===== config.mk =====
export PLATFORM = sky130hd
export DESIGN_NAME = pfb_coef_loader
export DESIGN_NICKNAME = d
export VERILOG_FILES = /design/src/rtl/pfb_coef_loader.sv
export SDC_FILE = /design/constraint.sdc
export NUM_CORES = 1
export LEC_CHECK = 0
export CAP_MARGIN = 20
export CORE_MARGIN = 5
export CORE_UTILIZATION = 47
export DETAILED_ROUTE_END_ITERATION = 8
export PLACE_DENSITY = 0.76
export SLEW_MARGIN = 10
export SYNTH_ARGS = -nofsm -noshare
export SYNTH_HDL_FRONTEND = slang
export SYNTH_SLANG_ARGS = --single-unit

===== constraint.sdc =====
create_clock -name clk -period 2.5 [get_ports clk]
set_clock_uncertainty 0.1 [all_clocks]
set_input_delay 0.375 -clock clk [delete_from_list [all_inputs] [get_ports clk]]
set_output_delay 0.375 -clock clk [all_outputs]
set_load 0.01 [all_outputs]

===== src/rtl/pfb_coef_loader.sv =====
// Coefficient loader for a polyphase filter bank: streams AXI-Stream beats into a
// 2^ADDR_W-deep RAM, zero-fills the unused tail and flags malformed streams.
module pfb_coef_loader #(
    parameter int ADDR_W = 7,
    parameter int DATA_W = 25
) (
    input  logic              clk,
    input  logic              sync_reset,
    input  logic              start,
    input  logic [ADDR_W:0]   num_taps,
    input  logic              s_axis_tvalid,
    input  logic [DATA_W-1:0] s_axis_tdata,
    input  logic              s_axis_tlast,
    output logic              s_axis_tready,
    output logic              wea,
    output logic [ADDR_W-1:0] addra,
    output logic [DATA_W-1:0] dia,
    output logic              busy,
    output logic              done,
    output logic              err
);

    localparam logic [ADDR_W:0] DEPTH     = {1'b1, {ADDR_W{1'b0}}};
    localparam logic [ADDR_W:0] LAST_ADDR = DEPTH - 1'b1;

    typedef enum logic [2:0] {
        S_IDLE,
        S_LOAD,
        S_DRAIN,
        S_ZERO,
        S_DONE
    } state_t;

    state_t              state_q, state_d;
    logic [ADDR_W:0]     count_q, count_d;
    logic [ADDR_W:0]     taps_q, taps_d;
    logic                wea_q, wea_d;
    logic [ADDR_W-1:0]   addra_q, addra_d;
    logic [DATA_W-1:0]   dia_q, dia_d;
    logic                done_q, done_d;
    logic                err_q, err_d;
    logic                beat;
    logic [ADDR_W:0]     beat_num;

    // NOTE: state registers use non-blocking assignments so every flop samples
    // pre-edge values regardless of process ordering.
    always_ff @(posedge clk) begin
        if (sync_reset) begin
            state_q <= S_IDLE;
            count_q <= '0;
            taps_q  <= '0;
            wea_q   <= 1'b0;
            addra_q <= '0;
            dia_q   <= '0;
            done_q  <= 1'b0;
            err_q   <= 1'b0;
        end else begin
            state_q <= state_d;
            count_q <= count_d;
            taps_q  <= taps_d;
            wea_q   <= wea_d;
            addra_q <= addra_d;
            dia_q   <= dia_d;
            done_q  <= done_d;
            err_q   <= err_d;
        end
    end

    assign beat     = s_axis_tvalid && s_axis_tready;
    assign beat_num = count_q + 1'b1;

    // NOTE: every variable gets a default before the case statement so no
    // path leaves one unassigned, which would infer a latch.
    always_comb begin
        state_d = state_q;
        count_d = count_q;
        taps_d  = taps_q;
        wea_d   = 1'b0;
        addra_d = addra_q;
        dia_d   = dia_q;
        err_d   = err_q;
        // done is delayed a cycle so it follows the last visible write
        done_d  = (state_q == S_DONE);

        case (state_q)
            S_IDLE: begin
                if (start) begin
                    if (num_taps != '0 && num_taps <= DEPTH) begin
                        taps_d  = num_taps;
                        count_d = '0;
                        err_d   = 1'b0;
                        state_d = S_LOAD;
                    end else begin
                        err_d = 1'b1;
                    end
                end
            end
            S_LOAD: begin
                if (beat) begin
                    wea_d   = 1'b1;
                    addra_d = count_q[ADDR_W-1:0];
                    dia_d   = s_axis_tdata;
                    count_d = beat_num;
                    if (beat_num == taps_q) begin
                        if (s_axis_tlast) begin
                            state_d = (taps_q == DEPTH) ? S_DONE : S_ZERO;
                        end else begin
                            err_d   = 1'b1;
                            state_d = S_DRAIN;
                        end
                    end else if (s_axis_tlast) begin
                        err_d   = 1'b1;
                        state_d = S_ZERO;
                    end
                end
            end
            S_DRAIN: begin
                if (beat && s_axis_tlast) begin
                    state_d = (count_q == DEPTH) ? S_DONE : S_ZERO;
                end
            end
            S_ZERO: begin
                wea_d   = 1'b1;
                addra_d = count_q[ADDR_W-1:0];
                dia_d   = '0;
                count_d = count_q + 1'b1;
                if (count_q == LAST_ADDR) begin
                    state_d = S_DONE;
                end
            end
            S_DONE: begin
                state_d = S_IDLE;
            end
            default: begin
                state_d = S_IDLE;
            end
        endcase
    end

    assign s_axis_tready = (state_q == S_LOAD) || (state_q == S_DRAIN);
    assign busy          = (state_q != S_IDLE);
    assign wea           = wea_q;
    assign addra         = addra_q;
    assign dia           = dia_q;
    assign done          = done_q;
    assign err           = err_q;

endmodule

# Word-level counts from Yosys, hierarchy flattened
# Cells that the tools add are included.
# totals
ff_bits,54
in_bits,38
out_inout_bits,37
elab_cells,68
# classes
n_addsub,1
n_lt_le_gt_ge,1
eq_ne,15
mux,28
reduce_logical,15
# ops
cell,count
$pmux 25 s2,1
$mux 3,10
$mux 25,1
$mux 8,3
$pmux 8 s3,1
$eq 8x8->1 const B,2
$pmux 7 s2,1
$pmux 3 s4,1
$ne 2x2->1 const B,5
$add 8x1->8 const B,1
$eq 8x7->1 const B,1
$eq 8x8->1,1
$le 8x8->1 const B,1
$reduce_bool 8->1,1
$mux 1,7
$mux 7,1
$eq 3x2->1 const B,2
$ne 3x3->1 const B,2
$reduce_and 6->1,1
$reduce_bool 3->1,2
$reduce_and 5->1,1
$pmux 1 s2,2
$reduce_and 4->1,1
$reduce_bool 2->1,2
other kinds (7),9

# Depth between registers and ports, before layout
# depth
word_depth,6
depth_mapped,9

# Worst setup path before layout
# Ideal clock, no wire load.
# synth_timing
path_kind,input to register
startpoint,input num_taps[3]
endpoint,register count_q[5]
arrival_time_ps,1927
setup_slack_ps,348
stages,6
cell_sequence,or4_4 o21a_1 o41ai_4 a21oi_2 o21ai_1 o41ai_2
# synth_between
elab_chain_cells,4
elab_cells_between_ends,5
cone_classes,order compare (1); eq/ne (1); reduce/logical (3)
# synth_lines
item,line_no,rtl
from (decl),10,"input logic [ADDR_W:0] num_taps,"
$le 8x8->1 / $reduce_bool 8->1 (equally long branches),88,if (num_taps != '0 && num_taps <= DEPTH) begin
$logic_and 1x1->1 (*),88,
$ne 2x2->1 (no line) (*),n/a,
$reduce_and 4->1 (no line) (*),n/a,
to (signal assigned),59,count_q <= count_d;
to (decl),35,"logic [ADDR_W:0] count_q, count_d;"
# Every way passes the cells marked *; elsewhere a longest branch is shown, timed or not.
# A chain may end at the register's enable or synchronous reset.

# Final worst setup path
# layout_timing
startpoint,input num_taps[5]
endpoint,register count_q[5]
# Same word-level chain as after synthesis.

==> impl_metrics.ini <==
[status]
status = finished clean

[cells_and_area]
final_common_cell = clkdlybuf4s50_1
final_core_util_pct = 67.3
area_delta_synth_final_pct = 40.1
final_nets = 448
num-fill-cells = 480
final_cell_mix = clkdlybuf4s50_1 (72), dfxtp_1 (52), nand2_1 (45)
n_antenna_cell = 0
drive_gt1_share_pct = 10.8

[logic_synthesis]
async_flop_share_pct = 0
synth_top_family_by_area = simple AND/OR/NAND/NOR gates
synth_edf_count = 0
netlist_instances = 325
yosysSeqAreaShare_pct = 41.4
netlist_area_um2 = 2610
yosysWarningCount = 0
synth.avg_cell_area_um2 = 8.04
synth_compound_area_share_pct = 19.2
synthAdderAreaFrac_pct = 0.957
synth_flop_cell = dfxtp_1
netlist-cell-type-count = 54
synth-simple-area-share_pct = 27.2
syn-num-nets = 365
synth_xor_area_share_pct = 2.35
yosys_register_bits = 54
synth_mux_area_share_pct = 4.21

[power]
p_seq_share_pct = 42.8
powerDensity_nw_per_um2 = 656
power_mw = 2.40
ir_worst_vdd_v = 0.000467
p_leak_nw = 1.38
power_frac_comb_pct = 36.0
p_sw_uw = 803
p_int_mw = 1.60
netSwitchingFraction_pct = 33.4
pwr-share-clk_pct = 21.2

[routing]
antenna_left = 0
drt_iter0_drc = 190
drc = 0
via_per_inst = 5.51
num_vias = 2648
dr.pass1.iters = 4
routed_wl_um = 7510
wire_per_inst_um = 15.6

[floorplan]
num_rows = 27
core_area_um2 = 5440
start_util_pct = 48.1
die_x_um = 84.6
die_y_um = 84.6
dieArea_um2 = 7150
num_io_pins = 75

[clocking]
cts-buffers-inserted = 5
cts_max_path_buffers = 2
path_clk_slew_ns = 0.10
htreeDepth = 2
cts_tree = built
cts.sinks = 54
worst_skew_pair.late_latency_ns = 0.31
clock-root-buffer = clkbuf_8

[worst_setup_path]
required_ns = 2.62
critPathLaunchType = input pin
cp_data_arrival_time_ns = 2.51
path_delay_family = compound AO/OA/AOI/OAI gates
cpMaxStageDelayCell = or4_4
path_cells = clkdlybuf4s50_1 > or4_4 > o21a_4 > o41ai_4 > buf_4 > nand4_4 > o41ai_2
critPathKind = in -> reg
crit_fanout = 6
slowest_delay_ns = 0.51
endpoint_kind = flip-flop
cp_num_buf_inv = 2

[global_route]
grt_antenna_before_repair = 0
grt_max_degree = 28
track_usage_pct = 20.9
grt_remaining_overflow = 0
grt_first_pass_wirelength_um = 12200
grt_pass1_vias = 2503

[timing]
final.setup.tns_ns = 0
setup_viol = 0
max_freq_mhz = 418
finalCritPeriodShare_pct = 95.7
hold_viol_final = 0
relSlewSlack_pct = 63.7
slew_viol_final = 0
fin_crit_ns = 2.39
tightest_slew_ns = 0.543

[min_path]
hp-class = in -> reg

[place]
finalWeightedCongestion = 0.885
port_buffers = 74
dp_hpwl_um = 5580

[job]
maxCapViolCount = 0
==> power by group through the flow <==
stage / Combinational, mW / Sequential, mW / Clock [mW]
after detailed placement: 0.833 / 1.04 / 0
after global routing: 0.944 / 1.04 / 0.554
after CTS: 0.839 / 1.02 / 0.517
after global placement: 0.818 / 1.04 / 0
final: 0.865 / 1.03 / 0.510
after floorplan: 0.462 / 1.05 / 0
==> stage by stage <==
stage	hold WS, ns	worst slack (ns)	area, µm²	cells
finish	0.251	0.109	3660	481
floorplan	0.383	0.348	2610	325
global route	0.285	-0.00513	3660	481
detailed placement	0.360	-0.239	3520	469
global placement	0.352	-0.154	3520	469
CTS	0.372	0.0977	3610	477
==> tightest hold or removal path, stage by stage <==
cell and delay (ns):
dlymetal6s2s_1 0.11, mux2i_1 0.08, nor2_1 0.07
==> sequential cells by signal (all words and copies together), names as in the netlist <==
name and flops:
dia 25, count_q 8, taps_q 8, addra 7, state_q 3, done 1, err 1, wea 1
==> area by class of cell <==
| class | count | area (µm²) | area share (%) |
|---|---|---|---|
| multi-input combinational | 241 | 1430 | 39.0 |
| sequential | 54 | 1080 | 29.6 |
| timing repair buffer | 98 | 938 | 25.6 |
| tap | 72 | 90.1 | 2.46 |
| clock buffer | 7 | 86.3 | 2.36 |
| inverter | 8 | 30.0 | 0.820 |
| clock inverter | 1 | 5.00 | 0.137 |
==> per-layer routing <==
layer / part of all wire, % / track usage (%) / wire length, µm
met1: 42 / 27.1 / 3190
met2: 49 / 34.4 / 3650
met3: 7.6 / 3.73 / 568
met5: 0 / 0 / 0
met4: 1.4 / 8.20 / 108
==> final timing paths <==
check / depth (start not counted) / from / to / slack, ns
setup reg to reg: 8 / count_q[1]$_SDFFE_PP0P_ / state_q[2]$_SDFFE_PP0P_ / 0.23
hold reg to reg: 2 / dia[7]$_SDFFE_PP0P_ / dia[7]$_SDFFE_PP0P_ / 0.37
hold / removal: 3 / num_taps[4] / taps_q[4]$_SDFFE_PP0P_ / 0.25
setup / recovery: 7 / num_taps[5] / count_q[5]$_SDFFE_PP0P_ / 0.11
==> cell usage after synthesis, types with 2 or more instances <==
cell type / count / area share [%]
and3_1: 4 / 0.96
o21ai_0: 9 / 1.7
nand3_1: 33 / 6.3
inv_1: 8 / 1.1
o211ai_1: 2 / 0.57
o31ai_1: 4 / 1.1
o21a_1: 2 / 0.57
nor2_1: 23 / 3.3
o21ai_1: 6 / 1.1
o32a_1: 2 / 0.77
nor3_1: 8 / 1.5
mux2i_1: 11 / 4.2
buf_1: 4 / 0.57
nor2b_1: 5 / 1.2
and2_1: 3 / 0.72
nand4_1: 3 / 0.72
nand2_1: 45 / 6.5
xor2_1: 4 / 1.3
clkbuf_1: 13 / 1.9
dfxtp_1: 54 / 41
or3_1: 2 / 0.48
a21oi_1: 40 / 7.7
xnor2_1: 3 / 1.0
nor3b_1: 2 / 0.57
buf_2: 4 / 0.77
nor4_1: 2 / 0.48
ha_1: 2 / 0.96
==> kinds of logic after synthesis <==
logic type,after synthesis
compound gates,79
xor+xnor,7
fa+ha+maj,2
buf+inv,30
flops,54
mux,11
simple gates,142
==> repair_timing <==
item                                    CTS  global route
endpoints found under the setup margin    0             4
buffers inserted                          0             4
gates resized for setup                   0             7
hold buffers                              0             0
Power figures use the tool's default switching activity.
